**src/rtl/alu_pkg.sv**
```systemverilog
// Shared ALU op codes, arbiter FSM state type and op legality helper.
// Pure definitions: no latency, no backpressure.
package alu_pkg;

    localparam logic [2:0] OP_MOV = 3'b000;
    localparam logic [2:0] OP_ADD = 3'b001;
    localparam logic [2:0] OP_SUB = 3'b010;
    localparam logic [2:0] OP_AND = 3'b011;
    localparam logic [2:0] OP_NOT = 3'b101;
    localparam logic [2:0] OP_NOP = 3'b110;

    typedef enum logic [1:0] {
        IDLE = 2'd0,
        EXEC = 2'd1,
        DONE = 2'd2
    } state_t;

    function automatic logic op_legal(input logic [2:0] op);
        case (op)
            OP_MOV, OP_ADD, OP_SUB, OP_AND, OP_NOT, OP_NOP: op_legal = 1'b1;
            default:                                        op_legal = 1'b0;
        endcase
    endfunction

endpackage

```
**src/rtl/alu.sv**
```systemverilog
// Combinational ALU: move/add/sub/and/not/nop; illegal codes yield zero.
// Latency: zero cycles; no backpressure (pure function of inputs).
module alu
    import alu_pkg::*;
#(
    parameter int DATA_W = 16,
    parameter int OP_W   = 3
) (
    input  logic [OP_W-1:0]   op,
    input  logic [DATA_W-1:0] in1,
    input  logic [DATA_W-1:0] in2,
    output logic [DATA_W-1:0] y
);

    always_comb begin
        y = '0;
        case (op)
            OP_MOV:  y = in2;
            OP_ADD:  y = in1 + in2;
            OP_SUB:  y = in1 - in2;
            OP_AND:  y = in1 & in2;
            OP_NOT:  y = ~in1;
            OP_NOP:  y = in1;
            default: y = '0;
        endcase
    end

endmodule

```
**src/rtl/alu_arbiter.sv**
```systemverilog
// Two-requester round-robin front end sharing one ALU; done two cycles after the sampling edge.
// Backpressure: requesters hold req until gnt; one operation at most every 3 cycles.
module alu_arbiter
    import alu_pkg::*;
#(
    parameter int DATA_W = 16,
    parameter int OP_W   = 3
) (
    input  logic              clk,
    input  logic              rst_n,
    input  logic              req0,
    input  logic              req1,
    input  logic [OP_W-1:0]   op0,
    input  logic [OP_W-1:0]   op1,
    input  logic [DATA_W-1:0] a0,
    input  logic [DATA_W-1:0] b0,
    input  logic [DATA_W-1:0] a1,
    input  logic [DATA_W-1:0] b1,
    output logic              gnt0,
    output logic              gnt1,
    output logic              done0,
    output logic              done1,
    output logic [DATA_W-1:0] result,
    output logic              zero,
    output logic              err,
    output logic              busy
);

    state_t              state_q, state_d;
    logic                owner_q;
    logic                ptr_q;
    logic                winner;
    logic                legal;
    logic                err_q;
    logic [OP_W-1:0]     op_q;
    logic [DATA_W-1:0]   a_q, b_q;
    logic [DATA_W-1:0]   alu_y;

    // A lone requester wins outright; the pointer only breaks ties.
    always_comb begin
        winner = ptr_q;
        if (req0 && !req1) winner = 1'b0;
        if (req1 && !req0) winner = 1'b1;
    end

    assign legal = op_legal(op_q);

    alu #(
        .DATA_W (DATA_W),
        .OP_W   (OP_W)
    ) u_alu (
        .op  (op_q),
        .in1 (a_q),
        .in2 (b_q),
        .y   (alu_y)
    );

    always_ff @(posedge clk or negedge rst_n) begin
        if (!rst_n) state_q <= IDLE;
        else        state_q <= state_d;
    end

    always_comb begin
        state_d = state_q;
        gnt0    = 1'b0;
        gnt1    = 1'b0;
        done0   = 1'b0;
        done1   = 1'b0;
        err     = 1'b0;
        busy    = (state_q != IDLE);
        case (state_q)
            IDLE: if (req0 || req1) state_d = EXEC;
            EXEC: begin
                state_d = DONE;
                gnt0    = !owner_q;
                gnt1    = owner_q;
            end
            DONE: begin
                state_d = IDLE;
                done0   = !owner_q;
                done1   = owner_q;
                err     = err_q;
            end
            default: state_d = IDLE;
        endcase
    end

    always_ff @(posedge clk or negedge rst_n) begin
        if (!rst_n) begin
            owner_q <= 1'b0;
            ptr_q   <= 1'b0;
            op_q    <= '0;
            a_q     <= '0;
            b_q     <= '0;
            result  <= '0;
            zero    <= 1'b1;
            err_q   <= 1'b0;
        end else begin
            case (state_q)
                IDLE: if (req0 || req1) begin
                    owner_q <= winner;
                    op_q    <= winner ? op1 : op0;
                    a_q     <= winner ? a1  : a0;
                    b_q     <= winner ? b1  : b0;
                end
                EXEC: begin
                    result <= legal ? alu_y : '0;
                    zero   <= legal ? (alu_y == '0) : 1'b1;
                    err_q  <= !legal;
                end
                DONE: ptr_q <= !owner_q;
                default: ;
            endcase
        end
    end

endmodule

```
**config.mk**
```make
export PLATFORM = sky130hd
export DESIGN_NAME = alu_arbiter
export DESIGN_NICKNAME = d
export VERILOG_FILES = /design/src/rtl/alu_pkg.sv /design/src/rtl/alu.sv /design/src/rtl/alu_arbiter.sv
export SDC_FILE = /design/constraint.sdc
export NUM_CORES = 1
export LEC_CHECK = 0
export BUFFER_PORTS_ARGS = -buffer_cell sky130_fd_sc_hd__buf_2
export CAP_MARGIN = 20
export CORE_MARGIN = 2
export CORE_UTILIZATION = 45
export CTS_CLUSTER_DIAMETER = 150
export CTS_CLUSTER_SIZE = 24
export DETAILED_ROUTE_END_ITERATION = 8
export PLACE_DENSITY = 0.65
export SETUP_SLACK_MARGIN = 0.5
export SLEW_MARGIN = 5
export SYNTH_ARGS = -nofsm -noshare
export SYNTH_HDL_FRONTEND = slang
export SYNTH_SLANG_ARGS = --single-unit
```
**constraint.sdc**
```tcl
create_clock -name clk -period 7.1 [get_ports clk]
set_input_delay 0.71 -clock clk [delete_from_list [all_inputs] [get_ports clk]]
set_output_delay 0.71 -clock clk [all_outputs]
set_load 0.1 [all_outputs]
```
# Word-level counts from Yosys, hierarchy flattened
# Index checks and enable logic that the tools add are counted.
# Widths: inputs -> output; s select.
dict set report totals {
  mem_count 0
  in_bits 74
  mem_bits_ro 0
  latch_bits 0
  regBits 57
  output_inout_bits 23
  ram_bits 0
  word_cells 50
}
dict set report classes {
  n_reduce_logical 13
  n_mux 16
  n_lt_le_gt_ge 0
  add_sub_neg 2
  n_shift 0
  n_div 0
  n_bitwise 2
  eq_ne 8
  n_mul 0
}
# cell n
set op_table {}
lappend op_table {{$pmux 16 s6} 1}
lappend op_table {{$mux 16} 3}
lappend op_table {{$add 16x16->16} 1}
lappend op_table {{$and 16x16->16} 1}
lappend op_table {{$logic_not 16->1} 1}
lappend op_table {{$not 16->16} 1}
lappend op_table {{$sub 16x16->16} 1}
lappend op_table {{$mux 1} 9}
lappend op_table {{$eq 3x2->1 const B} 2}
lappend op_table {{$eq 3x3->1 const B} 2}
lappend op_table {{$reduce_or 6->1} 1}
lappend op_table {{$logic_not 1->1} 4}
lappend op_table {{$pmux 2 s2} 1}
lappend op_table {{$eq 3x1->1 const B} 1}
lappend op_table {{$logic_not 3->1} 1}
lappend op_table {{$mux 3} 1}
lappend op_table {{$eq 2x1->1 const B} 1}
lappend op_table {{$eq 2x2->1 const B} 1}
lappend op_table {{$logic_and 1x1->1} 2}
lappend op_table {{$logic_not 2->1} 1}
lappend op_table {{$mux 2} 1}
lappend op_table {{$ne 2x2->1 const B} 1}
lappend op_table {{$reduce_and 2->1} 1}
lappend op_table {{$reduce_bool 2->1} 1}
lappend op_table {{$logic_or 1x1->1} 1}

# Longest topological paths before layout
dict set report logic_depth {
  word_depth 5
  depth_mapped 16
  depth_no_buf 15
}

# Hierarchy
# Synthesis repeated with hierarchy kept, for this count alone.
dict set report hier_totals {
  cells_unflattened 568
  area_unflattened_um2 4849.7
}
# mod n_inst cells_per_inst area_per_inst_um2 seq_area_each_um2
set by_module_without_submodules {}
lappend by_module_without_submodules {alu_arbiter 1 271 2927.8 1427.6}
lappend by_module_without_submodules {alu 1 297 1921.8 0.0}

# Least setup slack after synthesis
# Ideal clock, no wire load.
dict set report synth_timing {
  kind {register to register}
  start {register op_q[2]}
  end {register zero}
  slack_ns 3.611
  setup_time_ns 0.086
  arrival_time_ns 3.403
  path_stages_with_launch 17
  required_ns 7.014
  period_less_slack_ns 3.489
  n_path_buf 2
  cell_sequence {dfrtp_1 > buf_6 > buf_2 > nor2_1 > a21oi_1 > a21oi_1 > nand2_1 > xnor2_1 > ha_1 > and3_1 > a221o_1 > a31oi_1 > o21a_1 > o22ai_1 > a311oi_1 > nand4_1 > o31ai_2}
}
dict set report synth_between {
  elab_chain_len 4
  elab_cells_between_ends 11
  classes_between {eq/ne: 5; mux: 3; reduce/logical: 3}
}
# item line
set synth_rtl {}
lappend synth_rtl {{start: declaration} alu_arbiter.sv:35} ;# logic [OP_W-1:0] op_q;
lappend synth_rtl {{start signal: assignment} alu_arbiter.sv:102} ;# op_q <= winner ? op1 : op0;
lappend synth_rtl {{$eq 3x3->1, or another cell as far along} {alu_pkg.sv:19, alu.sv:17}}
lappend synth_rtl {{$pmux 16 s6 or $reduce_or 6->1 (tied branches)} {alu.sv:17, alu_pkg.sv:19}}
lappend synth_rtl {{$logic_not 16->1 or $mux 1 (tied branches)} {alu_arbiter.sv:108, alu_pkg.sv:19}}
lappend synth_rtl {{$mux 1 *} alu_arbiter.sv:108} ;# zero <= legal ? (alu_y == '0) : 1'b1;
lappend synth_rtl {{end signal: assignment} alu_arbiter.sv:108}
lappend synth_rtl {{end: declaration} alu_arbiter.sv:24} ;# output logic zero,
# Every way passes the cells marked *; elsewhere a longest branch is shown, timed or not.
# A chain may end at the register's enable or synchronous reset.

# Worst setup path after layout
dict set report layout_timing {
  start {register op_q[1]}
  end {register zero}
}
# Same word-level chain as after synthesis.

==> flow_metrics.tcl <==
set metrics [dict create \
    status "complete, no violations" \
    post-route-period-util 0.629 \
    tns_ns 0 \
    grt_pass1_wl_um 21000 \
    area_growth_pct 16.0 \
    boundaryPins 97 \
    min_period_ns 4.47 \
    min_path_type "reg2reg" \
    vias 4268 \
    path_clk_slew_ns 0.08 \
    synth_top_area_share 0.309 \
    slew_viol_final 0 \
    wire_per_inst_um 16.9 \
    grt-ovfl-total 0 \
    drt_iter0_markers 440 \
    synth_flop_cell "dfrtp_1" \
    worstSetupStartpointType "register" \
    grt_pass1_vias 3999 \
    die_h_um 104 \
    gp_congestion 0.939 \
    yosysMostFrequentCell "nor2_1" \
    cts_root_buf "clkbuf_8" \
    drc 0 \
    drt_first_pass_iters 5 \
    antenna_found_initial 0 \
    initial_utilization 0.464 \
    diodes 0 \
    yosys-top-cells-area "dfrtp_1 31%, mux2i_1 9.0%, a21oi_1 6.6%, nor2_1 5.7%, ha_1 4.7%" \
    dp_hpwl_um 9720 \
    relSlewSlack 0.421 \
    grt_max_degree 73 \
    postSynthAreaPerCell_sq_um 8.44 \
    cts_resized 0 \
    cts-buffers-inserted 9 \
    worst_slew_pin_slew_ns 0.869 \
    insertion_delay_ns 0.35 \
    skew_ns 0.00906 \
    synth_edf_count 0 \
    syn_nets 630 \
    setup_viol 0 \
    clockBufferDepth 2 \
    synthTopCellsByCount "69 x nor2_1, 60 x a21oi_1, 56 x dfrtp_1" \
    htreeDepth 3 \
    synth_top_area_cell "dfrtp_1" \
    holdBufCountCts 0 \
    io_buffer_count 96 \
    ys_warn_count 0 \
    rsz0062_at_grt "false" \
    postRouteAntennaNets 0 \
    seq_area_frac_synth 0.314 \
    synth_seq_cells 57 \
    core_area_sq_um 9770 \
    cap_violations 0 \
    clock_sinks 57 \
    synthDistinctLibCells 70 \
    final-hold-violation-count 0 \
    worst-path-max-fanout 24 \
    die-area_sq_um 10900 \
    rows 36 \
    cts_tree "built" \
    async_flop_share 1.00 \
    endpoint_kind "register" \
    final_nets 706 \
    via_per_inst 5.68 \
    fmax_ghz 0.224 \
    synth.cell_area_sq_um 4540 \
    cp.required_ns 7.37 \
    worst-setup-path-type "reg2reg" \
    wirelength_um 12700 \
    track_usage 0.241 \
    die_width_um 104 \
    drive_above_1_share 0.220 \
    syn_inst 538 \
    cp_data_arrival_time_ns 4.74 \
    postCtsSetupBuffers 0 \
    n_fill_cell 961 \
]
## cell families after synthesis
logic type / after synthesis / share of synthesized area
DFF: 57 / 0.314
AOI/OAI and AO/OA: 167 / 0.241
muxes: 44 / 0.0978
adders and majority gates: 18 / 0.0513
and+or+nand+nor: 180 / 0.196
xor gates and xnor gates: 21 / 0.0422
buffers and inverters: 51 / 0.0571
## final cells by class
| class | instances | area [sq um] | area share |
|---|---|---|---|
| Timing Repair Buffer | 100 | 510 | 0.0970 |
| Clock inverter | 6 | 90.1 | 0.0171 |
| Tap cell | 133 | 166 | 0.0316 |
| Sequential cell | 57 | 1430 | 0.271 |
| Inverter | 16 | 60.1 | 0.0114 |
| Clock buffer | 10 | 138 | 0.0261 |
| Multi-Input combinational cell | 430 | 2870 | 0.546 |
## per-stage QoR
stage	util	worst slack (ns)	instance area (sq um)	hold slack (ns)	instances
finish	0.539	2.63	5260	0.472	752
detailed placement	0.515	2.67	5040	0.460	736
global placement	0.515	2.81	5040	0.458	736
floorplan	-	3.61	4540	0.414	538
CTS	0.539	2.66	5260	0.479	752
global route	0.539	2.18	5260	0.509	752
## path summary, 6_finish.rpt
path	startpoint	to	slack, ns	depth (start not counted)
max reg2reg	op_q[1]	zero	2.63	15
min	result[8]	result[8]	0.47	2
min reg2reg	result[8]	result[8]	0.47	2
max	op_q[1]	zero	2.63	15
max in group asynchronous	rst_n	result[14]	6.11	2
min in group asynchronous	rst_n	a_q[6]	0.48	2
## state kept, by name, indices dropped and copies added (netlist names)
name / flops
a_q: 16
b_q: 16
result: 16
op_q: 3
state_q: 2
err_q: 1
owner_q: 1
ptr_q: 1
zero: 1
## cell usage in the layout, fill, tap and decap left out, types with 3 or more instances in the layout
cell type  netlist  layout
a21o_1           8       8
mux2_2           3       3
a21oi_1         60      60
or3_1            4       4
o221ai_1         3       3
buf_2            4      96
xor2_1           8       8
nor3_1           8       8
nand4_1          5       5
a22oi_1          4       4
xnor2_1         12      12
nor4_1           3       3
nand2b_1        10      10
and3_1           5       5
a211oi_1         5       5
o22ai_1         12      12
nand3_1          7       7
mux2i_1         41      41
and2_1           6       6
dfrtp_1         56      56
a31oi_1          9       9
o21a_1           3       3
o21ai_0         23      22
o21ai_1          3       3
o41ai_1          3       3
buf_4            1       4
nor2b_1          6       6
a221o_1          4       4
nand2_1         40      40
inv_1           16      16
ha_1            17      17
clkbuf_8         1      10
a221oi_1         6       6
nor2_1          69      68
nor3b_1          4       4
## routing by layer
metal,vias up,global-route usage,part of all wire
li1,2117,-,-
met1,1986,0.334,0.46
met2,147,0.387,0.47
met3,18,0.0320,0.059
met4,0,0.0792,0.017
met5,-,0,0
## critical path, cell delays in order, from the launching register on
cell      delay [ns]
dfrtp_1         0.78
nand2b_1        0.33
nor2_1          0.54
a21oi_1         0.14
a21oi_1         0.29
nand2_1         0.11
xnor2_1         0.14
ha_1            0.36
and3_1          0.24
a221o_1         0.35
a31oi_1         0.15
o21a_1          0.13
o22ai_1         0.08
a311oi_1        0.31
nand4_1         0.19
o31ai_2         0.25
Power is left out: the tool's default activity adds up to more than one toggle a clock period on the data nets, which glitch-free logic cannot reach.
